$ cat src/rtl/alu_div_sequencer.sv
// Operand sequencer and result stage around the combinational divider.
// Collects dividend then divisor, registers quotient, guards divide-by-zero.
//
// Ports:
//   clk_i, rst_ni (sync, active low), clr_i (sync abort)
//   in_data_i/in_valid_i/in_ready_o    : operand byte stream
//   div_a_o/div_b_o -> divider, div_q_i <- divider quotient
//   out_q_o/out_div0_o/out_valid_o/out_ready_i : result port
module alu_div_sequencer #(
  parameter int unsigned          DATA_W = 8,
  parameter logic [DATA_W-1:0]    ZERO_Q = 8'hFF
) (
  input  logic              clk_i,
  input  logic              rst_ni,
  input  logic              clr_i,
  input  logic [DATA_W-1:0] in_data_i,
  input  logic              in_valid_i,
  output logic              in_ready_o,
  output logic [DATA_W-1:0] div_a_o,
  output logic [DATA_W-1:0] div_b_o,
  input  logic [DATA_W-1:0] div_q_i,
  output logic [DATA_W-1:0] out_q_o,
  output logic              out_div0_o,
  output logic              out_valid_o,
  input  logic              out_ready_i
);

  typedef enum logic [1:0] {
    S_A    = 2'd0,
    S_B    = 2'd1,
    S_EXEC = 2'd2,
    S_OUT  = 2'd3
  } state_t;

  state_t            state_q;
  state_t            state_d;
  logic [DATA_W-1:0] a_q;
  logic [DATA_W-1:0] b_q;
  logic              a_en;
  logic              b_en;
  logic              res_en;
  logic              valid_d;
  logic              b_zero;

  assign div_a_o = a_q;
  assign div_b_o = b_q;
  assign b_zero  = (b_q == '0);

  always_comb begin
    state_d    = state_q;
    in_ready_o = 1'b0;
    a_en       = 1'b0;
    b_en       = 1'b0;
    res_en     = 1'b0;
    valid_d    = out_valid_o;
    case (state_q)
      S_A: begin
        in_ready_o = 1'b1;
        if (in_valid_i) begin
          a_en    = 1'b1;
          state_d = S_B;
        end
      end
      S_B: begin
        in_ready_o = 1'b1;
        if (in_valid_i) begin
          b_en    = 1'b1;
          state_d = S_EXEC;
        end
      end
      S_EXEC: begin
        res_en  = 1'b1;
        valid_d = 1'b1;
        state_d = S_OUT;
      end
      S_OUT: begin
        if (out_ready_i) begin
          valid_d = 1'b0;
          state_d = S_A;
        end
      end
      default: begin
        valid_d = 1'b0;
        state_d = S_A;
      end
    endcase
    // Abort overrides every transition; any byte offered now is dropped.
    if (clr_i) begin
      a_en    = 1'b0;
      b_en    = 1'b0;
      res_en  = 1'b0;
      valid_d = 1'b0;
      state_d = S_A;
    end
  end

  always_ff @(posedge clk_i) begin
    if (!rst_ni) begin
      state_q     <= S_A;
      a_q         <= '0;
      b_q         <= '0;
      out_q_o     <= '0;
      out_div0_o  <= 1'b0;
      out_valid_o <= 1'b0;
    end else begin
      state_q     <= state_d;
      out_valid_o <= valid_d;
      if (a_en) a_q <= in_data_i;
      if (b_en) b_q <= in_data_i;
      // div_q_i is not looked at for a zero divisor.
      if (res_en) begin
        out_q_o    <= b_zero ? ZERO_Q : div_q_i;
        out_div0_o <= b_zero;
      end
    end
  end

endmodule

$ cat config.mk
export PLATFORM = sky130hd
export DESIGN_NAME = alu_div_sequencer
export DESIGN_NICKNAME = d
export VERILOG_FILES = /design/src/rtl/alu_div_sequencer.sv
export SDC_FILE = /design/constraint.sdc
export NUM_CORES = 1
export LEC_CHECK = 0
export ABC_AREA = 0
export BUFFER_PORTS_ARGS = -buffer_cell sky130_fd_sc_hd__clkbuf_2
export CAP_MARGIN = 20
export CORE_MARGIN = 2
export CORE_UTILIZATION = 42
export DETAILED_ROUTE_END_ITERATION = 6
export PLACE_DENSITY = 0.85
export SKIP_CTS_REPAIR_TIMING = 1
export SYNTH_ARGS = -nofsm -noshare
export SYNTH_HDL_FRONTEND = slang
export SYNTH_SLANG_ARGS = --single-unit
$ cat constraint.sdc
create_clock -name clk_i -period 1.3 [get_ports clk_i]
set_input_delay 0.13 -clock clk_i [delete_from_list [all_inputs] [get_ports clk_i]]
set_output_delay 0.13 -clock clk_i [all_outputs]
set_load 0.05 [all_outputs]
# [After elaboration in Yosys (flattened, before gate mapping)]
# Index checks and enable logic that the tools add are counted.
[totals] mem_count=0 ramBits=0 in_bits=21 rom_bits=0 latchBits=0 register_bits=28 output_inout_bits=27
[classes] n_bitwise=1 mux=15 multipliers=0 n_addsub=0 eq_ne=6 n_shift=0 order_cmp=0 div=0 n_reduce_logical=7
[op_table] operator="two-way mux 1 bit" n=9
[op_table] operator="logical NOT 8 bit" n=1
[op_table] operator="two-way mux 8 bit" n=1
[op_table] operator="one-hot mux 2 bit (4 select lines)" n=1
[op_table] operator="two-way mux 2 bit" n=3
[op_table] operator="inequality test 2 bit, second input constant" n=3
[op_table] operator="equality test 2 bit, second input constant" n=2
[op_table] operator="OR reduction 2 bit" n=2
[op_table] operator="AND reduction 3 bit" n=1
[op_table] operator="equality test 2 x 1 -> 1 bit, second input constant" n=1
[op_table] operator="logical NOT 2 bit" n=1
[op_table] operator="one-hot mux 1 bit (2 select lines)" n=1
[op_table] operator="AND reduction 2 bit" n=1
[op_table] operator="nonzero test 2 bit" n=1
[op_table] operator="inverter 1 bit" n=1

# [Longest topological paths before layout]
# Gate-level depths: netlist (run 1).
[depth] ltp_word=3 mapped_depth=6 depth_no_buf=5

# [Least setup slack after synthesis (run 1)]
# No wires, ideal clock.
[synth_path] kind="reg-to-reg" startpoint="register b_q[4] (netlist: div_b_o[4])" endpoint="register out_div0_o" path_buffers=0 t_arrival_ns=1.403 required_ns=1.204 setup_slack_ns=-0.199 stages_incl_launch_ff=3 cell_sequence="dfxtp_1 or4_4 o41ai_2"
[synth_between] elab_chain_len=1
[synth_rtl] item="start, declared" line_no="38" text="logic [DATA_W-1:0] b_q;"
[synth_rtl] item="start signal, assigned" line_no="109" text="if (b_en) b_q <= in_data_i;"
[synth_rtl] item="logical NOT 8 bit" line_no="47" text="assign b_zero = (b_q == '0);"
[synth_rtl] item="end signal, assigned" line_no="113" text="out_div0_o <= b_zero;"
[synth_rtl] item="end, declared" line_no="23" text="output logic out_div0_o,"
# No other way between the ends.
# A chain may end at the register's enable or synchronous reset.

# [Final worst setup path (run 1)]
[layout_path] startpoint="register state_q[0]" endpoint="output in_ready_o"
[layout_between] elab_chain_len=3
[layout_rtl] item="start, declared" line_no="35" text="state_t state_q;"
[layout_rtl] item="start signal, assigned" line_no="106" text="state_q <= state_d;"
[layout_rtl] item="equality test 2 x 1 -> 1 bit or logical NOT 2 bit (tied branches)" line_no="56" text="case (state_q)"
[layout_rtl] item="OR reduction 2 bit (no source line) (*)"
[layout_rtl] item="two-way mux 1 bit (*)" line_no="56"
[layout_rtl] item="end, declared" line_no="18" text="output logic in_ready_o,"
# Every way passes the cells marked *; elsewhere a longest branch is shown, timed or not.

==> flow_summary_export.csv, run 1 <==
group,metric,value,unit
run_status,status,"complete, but fails checks",
run_status,violations,"negative setup slack",
routing,drt.antenna.violating_nets,0,
routing,initialDrtViolationCount,39,
clocking,clkSinkCount,28,
setup_path,slowest_stage,"dfxtp_2",
sta,rsz0062_at_grt,"yes",
clocking,clockBufferDepth,2,
global_route,grt_usage,15.78,%
routing,drc,0,
routing,wirelength,2.669,mm
placed_design,routabilityCongestion,0.8733,
routing,topRoutingLayerUsed,"met4",
sta,post-route-period-util,107.8,%
global_route,antenna_found_initial,0,
run,maxCapViolCount,0,
synthesis,syn-cell-area,1196,µm²
placed_design,port_buffers,47,
floorplanning,die_area,3291,µm²
floorplanning,core_area,2734,µm²
synthesis,synthesis.nets,137,
routing,vias_per_cell,5.025,
sta,hold_viol,0,
setup_path,required,1170,ps
synthesis,synth_warnings,0,
setup_path,cp.arrival,1270,ps
routing,vias,990,
clocking,clk_latency,330,ps
clocking,clk_pin_slew,140,ps
synthesis,synth.avg_cell_area,10.78,µm²
sta,clock_skew,9.221,ps
setup_path,timing_worst_setup_path_type,"reg -> out",
clocking,cts_buffers,3,
synthesis,synth_cell_type_count,19,
sta,max_slew_margin,80.88,%
setup_path,cp.buffers_inverters,3,
sta,finalWorstSetupSlack,-101.1,ps
routing,wl_per_cell,13.55,µm
layout,area_growth,40.38,%
layout,final_cell_mix,"clkbuf_2, dfxtp_1, mux2i_1",
power_and_ir_drop,power.density,973.3,nW/µm²
clocking,root_buffer,"clkbuf_4",
setup_path,crit_fanout,3,
global_route,grt_pass1_vias,974,
sta,min_period,1401,ps
synthesis,synth_seq_area_share,46.86,%
floorplanning,rows,19,
sta,slew_violations,0,
sta,tightest_slew,288.1,ps
power_and_ir_drop,cellLeakagePower,0.8643,nW
layout,drive_gt1_share,50.00,%
setup_path,worst_setup_path_start_kind,"flop",
routing,drt-pass1-iter-count,4,
synthesis,synthCells,111,
routing,met3_length,194,µm
setup_path,worstSetupEndpointType,"primary output",
floorplanning,die_w,57.37,µm
global_route,grt_pass1_wl,4.133,mm
placed_design,post-place-ws,-62.42,ps
layout,layout_commonest_cell,"clkbuf_2",
setup_path,critPathMaxStageDelay,370,ps
floorplanning,initial_core_util,43.75,%
hold_path,hold_path.class,"in -> reg",
layout,diodes,0,
synthesis,ys_ff_latch,28,
routing,drt-met1-wl,1.205,mm
placed_design,hpwl,2.016,mm
global_route,overflow,0,
sta,setup_viol,10,
layout,fin_nets,193,
sta,whs,50.13,ps
power_and_ir_drop,ir_drop,0.9202,mV
global_route,grt_max_degree,21,
floorplanning,die_y,57.37,µm
setup_path,path_cells,"buf_6 > ha_4 > nor2_4 > inv_2 > buf_8",
floorplanning,io_pins,48,
clocking,cts_tree,"built",
routing,met2_length,1.261,mm
setup_path,path_delay_family,"flip-flops",
clocking,htreeDepth,1,
sta,fmax,713.7,MHz
## metrics by stage
step | TNS, ps | instance area, µm² | util [%] | cells | power [mW]
global route | -1436 | 1679 | 61.42 | 197 | 1.708
global placement | 0 | 1541 | 56.38 | 189 | 1.191
detailed placement | -516.2 | 1541 | 56.38 | 189 | 1.202
floorplan | -454.3 | 1215 | - | 111 | 1.104
CTS | -1414 | 1578 | 57.71 | 193 | 1.618
finish | -355.5 | 1679 | 61.42 | 197 | 1.634
## synth_stat cells
master    count  area share, %
dfxtp_1      28             47
mux2i_1      18             15
nor2b_1      13            6.8
nand2b_1      9            4.7
o311a_1       8            6.7
nor2_1        6            1.9
ha_1          5            5.2
inv_1         5            1.6
nand2_1       4            1.3
clkbuf_1      3           0.94
buf_2         2           0.84
nand3b_1      2            1.3
or4_4         2            1.9
a22oi_1       1           0.63
nand3_1       1           0.42
nor2_8        1            1.7
o21ai_0       1           0.42
o22ai_1       1           0.52
o41ai_2       1            1.4
## cell type report
cell class              count  area, µm²
inverters                   5      18.77
multi-input cells          73      650.6
clock buffers               4      36.28
well taps                  31      38.79
flip-flops and latches     28      580.6
fillers                   210       1055
repair buffers             56      354.1
## sequential cells by signal, indices dropped and copies added, names as in the netlist
name         flops
out_q_o          8
out_valid_o      1
out_div0_o       1
div_a_o          8
state_q          2
div_b_o          8
## where the power goes
part / switching, mW / internal, mW
logic: 0.195 / 0.131
registers: 0.0149 / 0.878
clock network: 0.243 / 0.172
total: 0.453 / 1.18
## tightest hold or removal path, cell delays in order
cell,delay [ps]
clkbuf_2,90
mux2i_1,60
nor2_1,80
## worst paths after layout
check / from / to / slack, ps / cells after the start
worst min register to register: out_div0_o / out_div0_o / 500 / 2
worst min-delay path: in_data_i[7] / div_b_o[7] / 50 / 3
worst max register to register: state_q[0] / out_q_o[4] / -40 / 5
worst max-delay path: state_q[0] / in_ready_o / -100 / 5
## cell families (layout without fill, tap and decap cells)
logic type,after synthesis,in the layout,synth area share [%]
adder cells (fa/ha/maj),5,5,5.230
AND/OR/NAND/NOR,38,38,19.87
AO/OA/AOI/OAI,12,12,9.624
flip-flops,28,28,46.86
multiplexers,18,18,15.06
buffers and inverters,10,65,3.347
## layer usage
layer	global-route usage (%)	vias up
met5	0	-
met4	2.658	0
met3	4.082	2
met2	27.11	44
met1	20.23	445
li1	-	499
(Power assumes the default switching activity.)
==> inputs of run 2 (changes only) <==
==> constraint.sdc (replaced) <==
create_clock -name clk_i -period 1.3 [get_ports clk_i]
set_input_delay 0.325 -clock clk_i [delete_from_list [all_inputs] [get_ports clk_i]]
set_output_delay 0.325 -clock clk_i [all_outputs]
set_load 0.05 [all_outputs]
==> run 2 against run 1 <==
Compared with the run above: sequential cell count unchanged; register-to-register slack got worse by 80 ps; critical path type unchanged; critical path depth unchanged; worst setup slack got worse by 190 ps; clock power decreased by 13%; the run still ends with negative setup slack left; first-iteration DRC count increased by 10%.
==> flow_summary_export.csv, run 2 (same netlist as run 1, synthesis figures left out) <==
group,metric,value,unit
routing,vias,1041,
sta,hold_viol,0,
global_route,antenna_found_initial,0,
power_and_ir_drop,clkPwrFrac,22.5,%
setup_path,cp.arrival,1260,ps
global_route,overflow,0,
clocking,htreeDepth,1,
setup_path,worstSetupEndpointType,"primary output",
placed_design,hpwl,2.085,mm
run,maxCapViolCount,0,
global_route,grt_pass1_wl,4.215,mm
setup_path,required,980,ps
sta,tightest_slew,364.4,ps
floorplanning,core_area,2734,µm²
setup_path,crit_fanout,3,
power_and_ir_drop,ir_drop,0.6790,mV
power_and_ir_drop,power_frac_seq,55.6,%
placed_design,numPlacedInstances,194,
sta,finalWorstSetupSlack,-286.5,ps
clocking,root_buffer,"clkbuf_4",
clocking,clk_latency,320,ps
global_route,grt_max_degree,19,
floorplanning,die_w,57.37,µm
layout,layout_commonest_cell,"clkbuf_2",
sta,rsz0062_at_grt,"yes",
placed_design,routabilityCongestion,0.8848,
power_and_ir_drop,swShare,28.43,%
routing,vias_per_cell,5.153,
setup_path,worst_setup_path_start_kind,"flop",
routing,drt.antenna.violating_nets,0,
routing,drt-pass1-iter-count,4,
power_and_ir_drop,power.density,913.7,nW/µm²
floorplanning,rows,19,
global_route,grt_pass1_vias,980,
sta,clock_skew,12.13,ps
hold_path,hold_path.class,"in -> reg",
placed_design,port_buffers,47,
sta,min_period,1587,ps
layout,diodes,0,
global_route,grt_usage,16.07,%
routing,drc,0,
sta,fmax,630.3,MHz
floorplanning,initial_core_util,43.75,%
routing,wirelength,2.870,mm
clocking,clk_pin_slew,150,ps
power_and_ir_drop,p_int,1.151,mW
routing,initialDrtViolationCount,43,
clocking,cts_tree,"built",
sta,max_slew_margin,75.65,%
clocking,cts_buffers,3,
floorplanning,io_pins,48,
sta,slew_violations,0,
sta,whs,243.0,ps
floorplanning,die_y,57.37,µm
clocking,clkSinkCount,28,
layout,final_cell_mix,"clkbuf_2, clkbuf_4, dfxtp_1",
routing,wl_per_cell,14.21,µm
floorplanning,die_area,3291,µm²
layout,area_growth,47.07,%
power_and_ir_drop,comb_power_share,21.9,%
run_status,violations,"negative setup slack",
sta,post-route-period-util,122.0,%
layout,final_cells,202,
sta,setup_viol,11,
layout,fillers,209,
setup_path,timing_worst_setup_path_type,"reg -> out",
power_and_ir_drop,p_sw,456.9,µW
layout,fin_nets,198,
clocking,clockBufferDepth,2,
layout,drive_gt1_share,51.46,%
power_and_ir_drop,cellLeakagePower,0.8932,nW
run_status,status,"complete, but fails checks",
==> run 2: cell count changes in the layout (fill, tap and decap cells not counted), moves of 2 or more <==
| cell | delta |
|---|---|
| buf_2 | +8 |
| buf_4 | +5 |
| buf_6 | +2 |
| clkbuf_2 | -26 |
| clkbuf_4 | +16 |
==> run 2: worst paths after layout <==
check | from | endpoint | slack [ps] | cells past startpoint
worst max-delay path | state_q[0] | in_ready_o | -290 | 5
worst min register to register | out_div0_o | out_div0_o | 520 | 2
worst min-delay path | in_data_i[5] | div_a_o[5] | 240 | 3
worst max register to register | state_q[0] | state_q[1] | -120 | 6
==> run 2: per-stage QoR <==
| stage | util (%) | instance area [µm²] | power [mW] | setup slack [ps] | TNS, ps |
|---|---|---|---|---|---|
| 5_1_grt | 64.35 | 1759 | 1.681 | -346.9 | -1531 |
| 6_report | 64.35 | 1759 | 1.607 | -286.5 | -751.6 |
| 3_3_place_gp | 57.76 | 1579 | 1.201 | -59.16 | -59.16 |
| 4_1_cts | 58.72 | 1605 | 1.570 | -511.0 | -1770 |
| 2_1_floorplan | - | 1215 | 1.104 | -51.38 | -454.3 |
| 3_5_place_dp | 57.76 | 1579 | 1.212 | -124.6 | -610.5 |
==> run 2: layer usage <==
metal / up-vias / global-route usage, % / wire length [µm]
li1: 504 / - / -
met1: 493 / 21.07 / 1205
met2: 42 / 27.76 / 1477
met3: 2 / 3.855 / 172
met4: 0 / 1.661 / 14
met5: - / 0 / 0
==> run 2: power by group through the flow <==
| stage | logic (mW) | clock network [mW] | registers, mW |
|---|---|---|---|
| floorplan | 0.119 | 0 | 0.985 |
| global placement | 0.292 | 0 | 0.909 |
| detailed placement | 0.300 | 0 | 0.912 |
| CTS | 0.301 | 0.377 | 0.893 |
| global route | 0.373 | 0.410 | 0.897 |
| finish | 0.352 | 0.361 | 0.894 |
==> run 2: cell type report <==
class                           instances  area, µm²  share of cell area [%]
Clock buffer                            4      26.28                   1.494
Tap cell                               31      38.79                   2.205
Inverter                                5      18.77                   1.067
Timing Repair Buffer                   61      439.2                   24.96
Sequential cell                        28      580.6                   33.00
Multi-Input combinational cell         73      655.6                   37.27
==> run 2: worst max-delay path, cell delays in order, from the launching register on <==
cell     delay, ps
dfxtp_2        370
buf_6          110
ha_4           150
nor2_4         110
inv_2           50
buf_8          140
